<file path="config.mk">
export PLATFORM = sky130hd
export DESIGN_NAME = gemv_requant_flat
export DESIGN_NICKNAME = d
export VERILOG_FILES = /design/src/rtl/gemv_requant_if.sv /design/src/rtl/gemv_requant.sv /design/src/flat_wrapper.sv
export SDC_FILE = /design/constraint.sdc
export NUM_CORES = 2
export LEC_CHECK = 0
export BUFFER_PORTS_ARGS = -buffer_cell sky130_fd_sc_hd__buf_2
export CORE_MARGIN = 5
export CORE_UTILIZATION = 67
export DETAILED_ROUTE_END_ITERATION = 16
export PLACE_DENSITY_LB_ADDON = 0.05
export SYNTH_ARGS = -nofsm -noshare
export SYNTH_HDL_FRONTEND = slang
export SYNTH_SLANG_ARGS = --single-unit
</file>
<file path="constraint.sdc">
create_clock -name clk -period 13.6 [get_ports clk]
set_clock_uncertainty 0.05 [all_clocks]
set_input_delay 0.68 -clock clk [delete_from_list [all_inputs] [get_ports clk]]
set_output_delay 0.68 -clock clk [all_outputs]
set_load 0.1 [all_outputs]
</file>
<file path="src/rtl/gemv_requant_if.sv">
// Read/write port bundle between a gemv_requant stage and its neighbouring gemv_cores:
// the Y read port of the upstream core and the X write port of the downstream core.
interface gemv_requant_if;
   logic        y_rd_en;
   logic [31:0] y_rd_data;
   logic        x_wr_en;
   logic [7:0]  x_wr_data;

   // requantizer side
   modport master (
      output y_rd_en,
      input  y_rd_data,
      output x_wr_en,
      output x_wr_data
   );

   // core / buffer side
   modport slave (
      input  y_rd_en,
      output y_rd_data,
      input  x_wr_en,
      input  x_wr_data
   );
endinterface

</file>
<file path="src/rtl/gemv_requant.sv">
// gemv_requant: drains int32 accumulator results from a gemv_core, requantizes each
// to int8 (scale, round half toward +inf, zero point, optional ReLU, saturate) and
// writes it straight into the next layer's X buffer. Four cycles per element:
// RD -> MUL -> QNT -> WR, all outputs registered.
module gemv_requant #(
   parameter int ACC_W = 32,
   parameter int CNT_W = 7
) (
   input  logic               clk,
   input  logic               reset,
   input  logic               start,
   input  logic               count_64,
   input  logic [31:0]        mult,
   input  logic [4:0]         shift,
   input  logic [7:0]         zero_point,
   input  logic               relu_en,
   input  logic               clear_done,
   output logic               busy,
   output logic               done,
   output logic [CNT_W-1:0]   sat_count,
   gemv_requant_if.master     bus
);

   typedef enum logic [2:0] {
      S_IDLE,
      S_RD,
      S_MUL,
      S_QNT,
      S_WR,
      S_DONE
   } state_t;

   // Rounding right shift: adds half an LSB of the result before the arithmetic shift,
   // so ties go toward +inf. A zero shift passes the product through untouched.
   function automatic logic signed [63:0] round_shift(input logic signed [63:0] p,
                                                      input logic [4:0] sh);
      logic signed [63:0] bias;
      bias = 64'sd1 <<< (sh - 5'd1);
      if (sh == 5'd0) begin
         return p;
      end
      return (p + bias) >>> sh;
   endfunction

   // Clamp to [lo, 127]; lo is either -128 or the zero point when ReLU is on.
   function automatic logic [7:0] clamp_int8(input logic signed [63:0] v,
                                             input logic signed [63:0] lo);
      if (v > 64'sd127) begin
         return 8'h7f;
      end else if (v < lo) begin
         return lo[7:0];
      end
      return v[7:0];
   endfunction

   // Only a true int8 overflow counts; the ReLU floor is not a saturation event.
   function automatic logic is_sat(input logic signed [63:0] v);
      return (v > 64'sd127) || (v < -64'sd128);
   endfunction

   state_t                   state_q, state_d;
   logic [CNT_W-1:0]         idx_q, idx_d;
   logic [CNT_W-1:0]         sat_q, sat_d;
   logic                     cnt64_q, cnt64_d;
   logic signed [31:0]       mult_q, mult_d;
   logic [4:0]               shift_q, shift_d;
   logic signed [7:0]        zp_q, zp_d;
   logic                     relu_q, relu_d;
   logic signed [ACC_W-1:0]  y_raw_q, y_raw_d;
   logic signed [2*ACC_W-1:0] prod_q, prod_d;
   logic [7:0]               x_data_q, x_data_d;
   logic                     busy_q, busy_d;
   logic                     done_q, done_d;
   logic                     y_rd_en_q, y_rd_en_d;
   logic                     x_wr_en_q, x_wr_en_d;

   logic signed [63:0]       zp_ext;
   logic signed [63:0]       qnt_v;
   logic signed [63:0]       qnt_lo;
   logic [CNT_W-1:0]         last_idx;

   assign zp_ext   = $signed({{56{zp_q[7]}}, zp_q});
   assign qnt_v    = round_shift(prod_q, shift_q) + zp_ext;
   assign qnt_lo   = relu_q ? zp_ext : -64'sd128;
   assign last_idx = cnt64_q ? CNT_W'(63) : CNT_W'(31);

   // Next-state and datapath: one stage of work per state, outputs decoded from next state
   always_comb begin
      state_d  = state_q;
      idx_d    = idx_q;
      sat_d    = sat_q;
      cnt64_d  = cnt64_q;
      mult_d   = mult_q;
      shift_d  = shift_q;
      zp_d     = zp_q;
      relu_d   = relu_q;
      y_raw_d  = y_raw_q;
      prod_d   = prod_q;
      x_data_d = x_data_q;

      unique case (state_q)
         S_IDLE: begin
            if (start) begin
               cnt64_d = count_64;
               mult_d  = $signed(mult);
               shift_d = shift;
               zp_d    = $signed(zero_point);
               relu_d  = relu_en;
               idx_d   = '0;
               sat_d   = '0;
               state_d = S_RD;
            end
         end
         S_RD: begin
            // captured on the same edge the core advances its read index
            y_raw_d = $signed(bus.y_rd_data);
            state_d = S_MUL;
         end
         S_MUL: begin
            prod_d  = y_raw_q * mult_q;
            state_d = S_QNT;
         end
         S_QNT: begin
            x_data_d = clamp_int8(qnt_v, qnt_lo);
            if (is_sat(qnt_v)) begin
               sat_d = sat_q + CNT_W'(1);
            end
            state_d = S_WR;
         end
         S_WR: begin
            if (idx_q == last_idx) begin
               state_d = S_DONE;
            end else begin
               idx_d   = idx_q + CNT_W'(1);
               state_d = S_RD;
            end
         end
         S_DONE: begin
            if (clear_done) begin
               state_d = S_IDLE;
            end
         end
         default: state_d = S_IDLE;
      endcase

      busy_d    = (state_d == S_RD) || (state_d == S_MUL) ||
                  (state_d == S_QNT) || (state_d == S_WR);
      done_d    = (state_d == S_DONE);
      y_rd_en_d = (state_d == S_RD);
      x_wr_en_d = (state_d == S_WR);
   end

   // State, config, pipeline and output registers; reset clears everything
   always_ff @(posedge clk or posedge reset) begin
      if (reset) begin
         state_q   <= S_IDLE;
         idx_q     <= '0;
         sat_q     <= '0;
         cnt64_q   <= 1'b0;
         mult_q    <= '0;
         shift_q   <= '0;
         zp_q      <= '0;
         relu_q    <= 1'b0;
         y_raw_q   <= '0;
         prod_q    <= '0;
         x_data_q  <= '0;
         busy_q    <= 1'b0;
         done_q    <= 1'b0;
         y_rd_en_q <= 1'b0;
         x_wr_en_q <= 1'b0;
      end else begin
         state_q   <= state_d;
         idx_q     <= idx_d;
         sat_q     <= sat_d;
         cnt64_q   <= cnt64_d;
         mult_q    <= mult_d;
         shift_q   <= shift_d;
         zp_q      <= zp_d;
         relu_q    <= relu_d;
         y_raw_q   <= y_raw_d;
         prod_q    <= prod_d;
         x_data_q  <= x_data_d;
         busy_q    <= busy_d;
         done_q    <= done_d;
         y_rd_en_q <= y_rd_en_d;
         x_wr_en_q <= x_wr_en_d;
      end
   end

   assign busy          = busy_q;
   assign done          = done_q;
   assign sat_count     = sat_q;
   assign bus.y_rd_en   = y_rd_en_q;
   assign bus.x_wr_en   = x_wr_en_q;
   assign bus.x_wr_data = x_data_q;

endmodule

</file>
<file path="src/flat_wrapper.sv">
// flat-port wrapper written by rule: the top's interface ports become plain ports
module gemv_requant_flat 
#(
   parameter int ACC_W = 32,
   parameter int CNT_W = 7
)
  (clk, reset, start, count_64, mult, shift, zero_point, relu_en, clear_done, busy, done, sat_count, bus_y_rd_en, bus_y_rd_data, bus_x_wr_en, bus_x_wr_data);
  gemv_requant_if bus_i ();
  input  logic clk;
  input  logic reset;
  input  logic start;
  input  logic count_64;
  input  logic [31:0] mult;
  input  logic [4:0] shift;
  input  logic [7:0] zero_point;
  input  logic relu_en;
  input  logic clear_done;
  output logic busy;
  output logic done;
  output logic [CNT_W-1:0] sat_count;
  output wire logic [$bits(bus_i.y_rd_en)-1:0] bus_y_rd_en;
  input wire logic [$bits(bus_i.y_rd_data)-1:0] bus_y_rd_data;
  output wire logic [$bits(bus_i.x_wr_en)-1:0] bus_x_wr_en;
  output wire logic [$bits(bus_i.x_wr_data)-1:0] bus_x_wr_data;
  assign bus_y_rd_en = bus_i.y_rd_en;
  assign bus_i.y_rd_data = bus_y_rd_data;
  assign bus_x_wr_en = bus_i.x_wr_en;
  assign bus_x_wr_data = bus_i.x_wr_data;
  gemv_requant #(.ACC_W(ACC_W), .CNT_W(CNT_W)) u_core (.clk(clk), .reset(reset), .start(start), .count_64(count_64), .mult(mult), .shift(shift), .zero_point(zero_point), .relu_en(relu_en), .clear_done(clear_done), .busy(busy), .done(done), .sat_count(sat_count), .bus(bus_i));
endmodule
</file>
Word level (Yosys, flattened, before mapping)
Cells that the tools add are included.
{ "word_totals": {"ff_bits": 172, "inputBits": 83, "output_inout_bits": 19} }
{ "classes": {"add_sub_neg": 5, "multipliers": 1, "magnitude_cmp": 3, "n_eq_ne": 14, "n_shift": 2, "n_mux": 20, "reduce_logical": 11} }
{ "op_table": {"columns": ["op", "n"], "rows": [
  ["$mux 64", 3],
  ["$add 64x64->64", 1],
  ["$add 64x8->64", 1],
  ["$gt 64x8->1 const B", 1],
  ["$lt 64x64->1", 1],
  ["$lt 64x8->1 const B", 1],
  ["$mul 32x32->64", 1],
  ["$sshl 2x5->64 const A", 1],
  ["$sshr 64x5->64", 1],
  ["$pmux 7 s2", 2],
  ["$mux 8", 3],
  ["$mux 7", 3],
  ["$pmux 3 s6", 1],
  ["$add 7x1->7 const B", 2],
  ["$eq 3x2->1 const B", 4],
  ["$eq 3x3->1 const B", 4],
  ["$mux 3", 3],
  ["$eq 7x7->1", 1],
  ["$eq 3x1->1 const B", 2],
  ["$mux 6", 1],
  ["$reduce_and 3->1", 2],
  ["$logic_not 5->1", 1],
  ["$sub 5x1->5 const B", 1],
  ["$logic_or 1x1->1", 4],
  ["6 further kinds", 11]
]} }

Logic depth before layout (Yosys ltp)
{ "depth": {"depth_word": 11, "ltp_mapped": 48, "ltp_nobuf": 43} }

Worst setup path before layout
OpenSTA, ideal clock, no wires.
{ "synth_path": {"kind": "reg2reg", "from": "register u_core.shift_q[0]", "to": "register u_core.x_data_q[2], in the netlist u_core.bus.x_wr_data[2]", "arrival_time_ns": 9.435, "setup_slack_ns": 3.993, "stages_incl_launch_ff": 47, "period_less_slack_ns": 9.607, "path_cell_list": "dfrtp_1 > clkbuf_1 > clkbuf_1 > nor2_1 > clkbuf_1 > clkbuf_1 > nand2_1 > nor2_1 > ha_1 > a21o_1 > a21o_1 > a21o_1 > a221o_1 > a21o_1 > a21oi_1 > buf_2 > nand2_1 > xor2_1 > [... 11 more ...] > nor2b_1 > o21ai_0 > xnor2_1 > inv_1 > ha_1 > a21o_1 > a21o_1 > a21oi_1 > o311ai_0 > o41ai_1 > and3_1 > o31ai_1 > a21oi_1 > o31a_1 > buf_1 > mux2_2 > o21ai_0 > nand2_1"} }
{ "synth_between": {"elab_chain_cells": 11, "word_cells_on_any_way": 15} }
{ "synth_lines": {"columns": ["element", "line_no", "source"], "rows": [
  ["from (decl)", "gemv_requant.sv:66", "logic [4:0] shift_q, shift_d;"],
  ["from (signal assigned)", "gemv_requant.sv:177", "shift_q <= shift_d;"],
  ["$sub 5x1->5", "gemv_requant.sv:38", "bias = 64'sd1 <<< (sh - 5'd1);"],
  ["$sshl 2x5->64", "gemv_requant.sv:38", null],
  ["$add 64x64->64", "gemv_requant.sv:42", "return (p + bias) >>> sh;"],
  ["$sshr 64x5->64", "gemv_requant.sv:42", null],
  ["$mux 64 *", "gemv_requant.sv:42", null],
  ["$add 64x8->64 *", "gemv_requant.sv:83", "assign qnt_v = round_shift(prod_q, shift_q) + zp_ext;"],
  ["$lt 64x64->1", "gemv_requant.sv:50", "end else if (v < lo) begin"],
  ["$mux 1", "gemv_requant.sv:50", null],
  ["$mux 1", "gemv_requant.sv:48", "if (v > 64'sd127) begin"],
  ["$mux 1", "gemv_requant.sv:101", "unique case (state_q)"],
  ["$mux 8 *", "gemv_requant.sv:53", "return v[7:0];"],
  ["to (signal assigned)", "gemv_requant.sv:182", "x_data_q <= x_data_d;"],
  ["to (decl)", "gemv_requant.sv:71", "logic [7:0] x_data_q, x_data_d;"]
]} }
Mark *: on every way between the ends. The rest lies on a longest branch, timed or not. The select of a mux whose other input is x is not followed.
A chain may end at the register's enable or synchronous reset.

Worst setup path in the final report
{ "layout_path": {"from": "register u_core.shift_q[2]", "to": "register u_core.x_data_q[6], in the netlist u_core.bus.x_wr_data[6]"} }
The elaborated chain is that of the path after synthesis.

==> results.md <==
Detailed routing:
- The per-cell routed wire length is between 20 and 25 µm.
- For this run, the detailed router's first-pass iteration total came to 6.
- The number of vias per cell after detailed routing is 6.19.
- The DRC violation total after the first TritonRoute iteration is 4249.
- The final routed DRC violation total is 0.
- The number of nets with antenna violations after routing is 0.
- The aggregate routed wire length is roughly 160 mm.
- Detailed routing inserted a total of around 47000 vias.

Yosys:
- The synthesized netlist contains 104 unique library cells.
- The post-synthesis net count is 8118.
- The post-synthesis async set-or-reset flop share is 1.00.
- The most area-hungry cell type in the Yosys netlist is sky130_fd_sc_hd__fa_1.
- After synthesis the netlist holds a flip-flop and latch count of 172.
- The share of the synthesized area in the top cell type is 0.390.
- The commonest cells after synthesis are sky130_fd_sc_hd__nand2_1, sky130_fd_sc_hd__inv_1, sky130_fd_sc_hd__fa_1.
- sky130_fd_sc_hd__nand2_1 is the most common cell in the netlist.
- The Yosys step of the flow raised 0 warnings.
- For this run, the leading register cell type out of synthesis is sky130_fd_sc_hd__dfrtp_1.
- The number of synthesized flops with an enable pin is 0.
- Sorting the synthesized cells by area gives the leading types as sky130_fd_sc_hd__fa_1, sky130_fd_sc_hd__nand2_1, sky130_fd_sc_hd__inv_1, sky130_fd_sc_hd__dfrtp_1, sky130_fd_sc_hd__ha_1.
- Summing every instance area after synthesis gives 55700 µm².
- The synthesized instance count is 6607.
- The average instance in the mapped netlist occupies 8.43 µm².
- For this run, the register share of the synthesized area comes to 0.0773.

Critical path:
- The cell with the biggest individual delay on the critical path is sky130_fd_sc_hd__a222oi_1.
- The worst setup path is launched from a register.
- The required time reported for the critical path endpoint is 13950 ps.
- The path depth of the worst reg2reg path is 42.
- For this run, the slowest stage of the critical path takes 790 ps.
- In this run the worst path has a maximum fanout of ~50.
- The worst setup path is captured at a register.
- Among cell families on the critical path, the largest total delay comes from compound AO/OA/AOI/OAI gates.
- The count of buffer and inverter cells on the critical path is 4.
- In this run the register-to-register setup slack is 1390 ps.
- The worst register-to-register path begins at u_core.shift_q[2]$_DFFE_PP0P_.
- Data on the critical path arrives at its endpoint at 12560 ps.
- By startpoint and endpoint, the worst setup path is classified as register to register.
- The endpoint identified for the worst register-to-register timing path is u_core.bus.x_wr_data[6]$_DFFE_PP0P_.

GRT:
- The pin count of the biggest net entering global routing is 104.
- The initial antenna violation count came to 2.
- The remaining global-route overflow is 0.
- The first-pass GRT wire length is 265 mm.
- The via count of the first global-routing pass is around 49000.
- In the global route stage, overall resource usage came out at 0.374.

Floorplan:
- The vertical die dimension is 298 µm.
- The die width is around 300 µm.
- The core box area is 82200 µm².
- The I/O pin count is 102.
- The initial core utilization is 0.677.
- The die covers 89000 µm².
- The initialized floorplan defines 105 standard-cell rows.

Clock network:
- The clock root buffer is sky130_fd_sc_hd__clkbuf_16.
- The H-tree was split into 4 levels.
- The buffers inserted during post-CTS setup optimization is 0.
- The number of buffers added to fix hold violations after cts is 0.
- The clock tree from TritonCTS is built.
- The maximum buffer depth of the clock tree is 2.
- The quantity of gates resized following cts is 0.
- The later pin in the worst-skew pair is clocked with a latency of 550 ps.
- Clock tree synthesis inserted a total of 17 buffers.
- The clock-pin slew on the worst setup and hold paths is roughly 110 ps.
- The clock sink total is approximately 170.

Finish:
- The ratio of cells with drive above 1 in the final layout is 0.0551.
- Across the whole layout, storage elements account for approximately 4300 µm².
- The area added between synthesis and finish is 3.15%.
- The post-layout net count is 7963.
- In the final layout, the multi-input gates occupy 45500 µm².
- Fill cells in the final layout number 6603.

Timing:
- The final-layout worst hold slack is 171 ps.
- Setup repair after global routing left no endpoint under its margin.
- The count of pins over their slew limit was 0.
- For this run, the top clock speed supported by timing is 0.0819 GHz.
- For the pin with the worst max-slew slack, the measured transition is 1140 ps.
- Dividing the final minimum period by the clock period gives 0.898.
- Summed over all failing endpoints, the final setup total negative slack is 0 ps.
- The worst path needs 12210 ps of the cycle, external delays included.
- Setup violations remaining at the end of the flow were counted as 0.
- The count of endpoints failing hold in the final timing report is 0.
- The worst relative slew slack is 0.237.

Worst hold path:
- The path class of the lowest-slack min-delay path is input pin to async pin.

Placement:
- The half-perimeter wire length after placement is 131 mm.
- The placer's final routability congestion estimate is 0.999.
- During placement, the flow inserted port buffers numbering approximately 100.

Run:
- The max-capacitance violation count is 0.

Outcome:
- The run finished with clean final reports.
## worst reg2reg max path, delay by kind of cell, from the launching register on
kind / cells / cell delay [ps]
adders and majority gates: 3 / 1070
DFF: 1 / 430
muxes: 2 / 690
AOI/OAI and AO/OA: 23 / 6440
xor gates and xnor gates: 2 / 590
buffers and inverters: 4 / 920
and+or+nand+nor: 8 / 1860
## worst max path at each step
stage / startpoint / end / cells after the start
floorplan: u_core.shift_q[0]$_DFFE_PP0P_ / u_core.bus.x_wr_data[2]$_DFFE_PP0P_ / 46
global placement: u_core.shift_q[2]$_DFFE_PP0P_ / u_core.bus.x_wr_data[2]$_DFFE_PP0P_ / 42
detailed placement: u_core.shift_q[2]$_DFFE_PP0P_ / u_core.bus.x_wr_data[6]$_DFFE_PP0P_ / 43
CTS: u_core.shift_q[2]$_DFFE_PP0P_ / u_core.bus.x_wr_data[6]$_DFFE_PP0P_ / 43
global route: u_core.shift_q[2]$_DFFE_PP0P_ / u_core.bus.x_wr_data[5]$_DFFE_PP0P_ / 42
finish: u_core.shift_q[2]$_DFFE_PP0P_ / u_core.bus.x_wr_data[6]$_DFFE_PP0P_ / 42
## layout make-up
type | instances | area share
Clock buffer | 21 | 0.00819
Inverter | 1179 | 0.0772
Antenna cell | 1 | 0.0000436
Timing Repair Buffer | 192 | 0.0207
Sequential cell | 172 | 0.0752
Clock inverter | 11 | 0.00231
Tap cell | 1070 | 0.0233
Multi-Input combinational cell | 4890 | 0.793
## cell usage in the layout (no fill, tap or decap), types with 19 or more instances in the layout
cell	count
sky130_fd_sc_hd__a211oi_1	56
sky130_fd_sc_hd__a21o_1	116
sky130_fd_sc_hd__a21oi_1	260
sky130_fd_sc_hd__a221oi_1	19
sky130_fd_sc_hd__a31oi_1	31
sky130_fd_sc_hd__and2_1	283
sky130_fd_sc_hd__and3_1	24
sky130_fd_sc_hd__buf_2	101
sky130_fd_sc_hd__buf_4	91
sky130_fd_sc_hd__dfrtp_1	162
sky130_fd_sc_hd__fa_1	1084
sky130_fd_sc_hd__ha_1	344
sky130_fd_sc_hd__inv_1	1175
sky130_fd_sc_hd__mux2_2	60
sky130_fd_sc_hd__mux2i_1	73
sky130_fd_sc_hd__nand2_1	1208
sky130_fd_sc_hd__nand2b_1	52
sky130_fd_sc_hd__nand3_1	74
sky130_fd_sc_hd__nand4_1	53
sky130_fd_sc_hd__nor2_1	208
sky130_fd_sc_hd__nor2b_1	19
sky130_fd_sc_hd__nor3_1	71
sky130_fd_sc_hd__o211ai_1	37
sky130_fd_sc_hd__o21a_1	37
sky130_fd_sc_hd__o21ai_0	234
sky130_fd_sc_hd__o21bai_1	22
sky130_fd_sc_hd__o31ai_1	22
sky130_fd_sc_hd__xnor2_1	117
sky130_fd_sc_hd__xor2_1	73
## cell families after synthesis
family                   Yosys count  share of synthesized area
AO/OA/AOI/OAI                   1037                      0.123
XOR/XNOR                         190                     0.0299
adder cells (fa/ha/maj)         1428                      0.467
buffers and inverters           1545                      0.105
flip-flops                       172                     0.0773
multiplexers                     136                     0.0265
AND/OR/NAND/NOR                 2099                      0.171
## stage by stage
| stage | cells | area [µm²] | setup slack, ps | util |
|---|---|---|---|---|
| 2_1_floorplan | 6607 | 55700 | 3990 | - |
| 3_3_place_gp | 7503 | 56800 | 1840 | 0.691 |
| 3_5_place_dp | 7503 | 56800 | 1800 | 0.691 |
| 4_1_cts | 7535 | 57400 | 1690 | 0.698 |
| 5_1_grt | 7535 | 57400 | 763 | 0.698 |
| 6_report | 7536 | 57400 | 1390 | 0.698 |
## registers in the layout, summed over array words and instances (netlist names)
name                  flops
u_core.done               1
u_core.y_raw_q           32
u_core.relu_q             1
u_core.shift_q            5
u_core.sat_count          7
u_core.zp_q               8
u_core.bus.x_wr_en        1
u_core.bus.x_wr_data      8
u_core.cnt64_q            1
u_core.busy               1
u_core.mult_q            32
u_core.idx_q              7
u_core.state_q            3
u_core.bus.y_rd_en        1
u_core.prod_q            64
## layer usage
| metal | up-vias | part of all wire | GRT usage |
|---|---|---|---|
| met5 | - | 0.00012 | 0 |
| met4 | 2 | 0.042 | 0.148 |
| met3 | 427 | 0.10 | 0.0824 |
| met2 | 2564 | 0.46 | 0.588 |
| met1 | 23100 | 0.40 | 0.513 |
| li1 | 20500 | - | - |
Power is left out: the tool's default activity adds up to more than one toggle a clock period on the data nets, which glitch-free logic cannot reach.
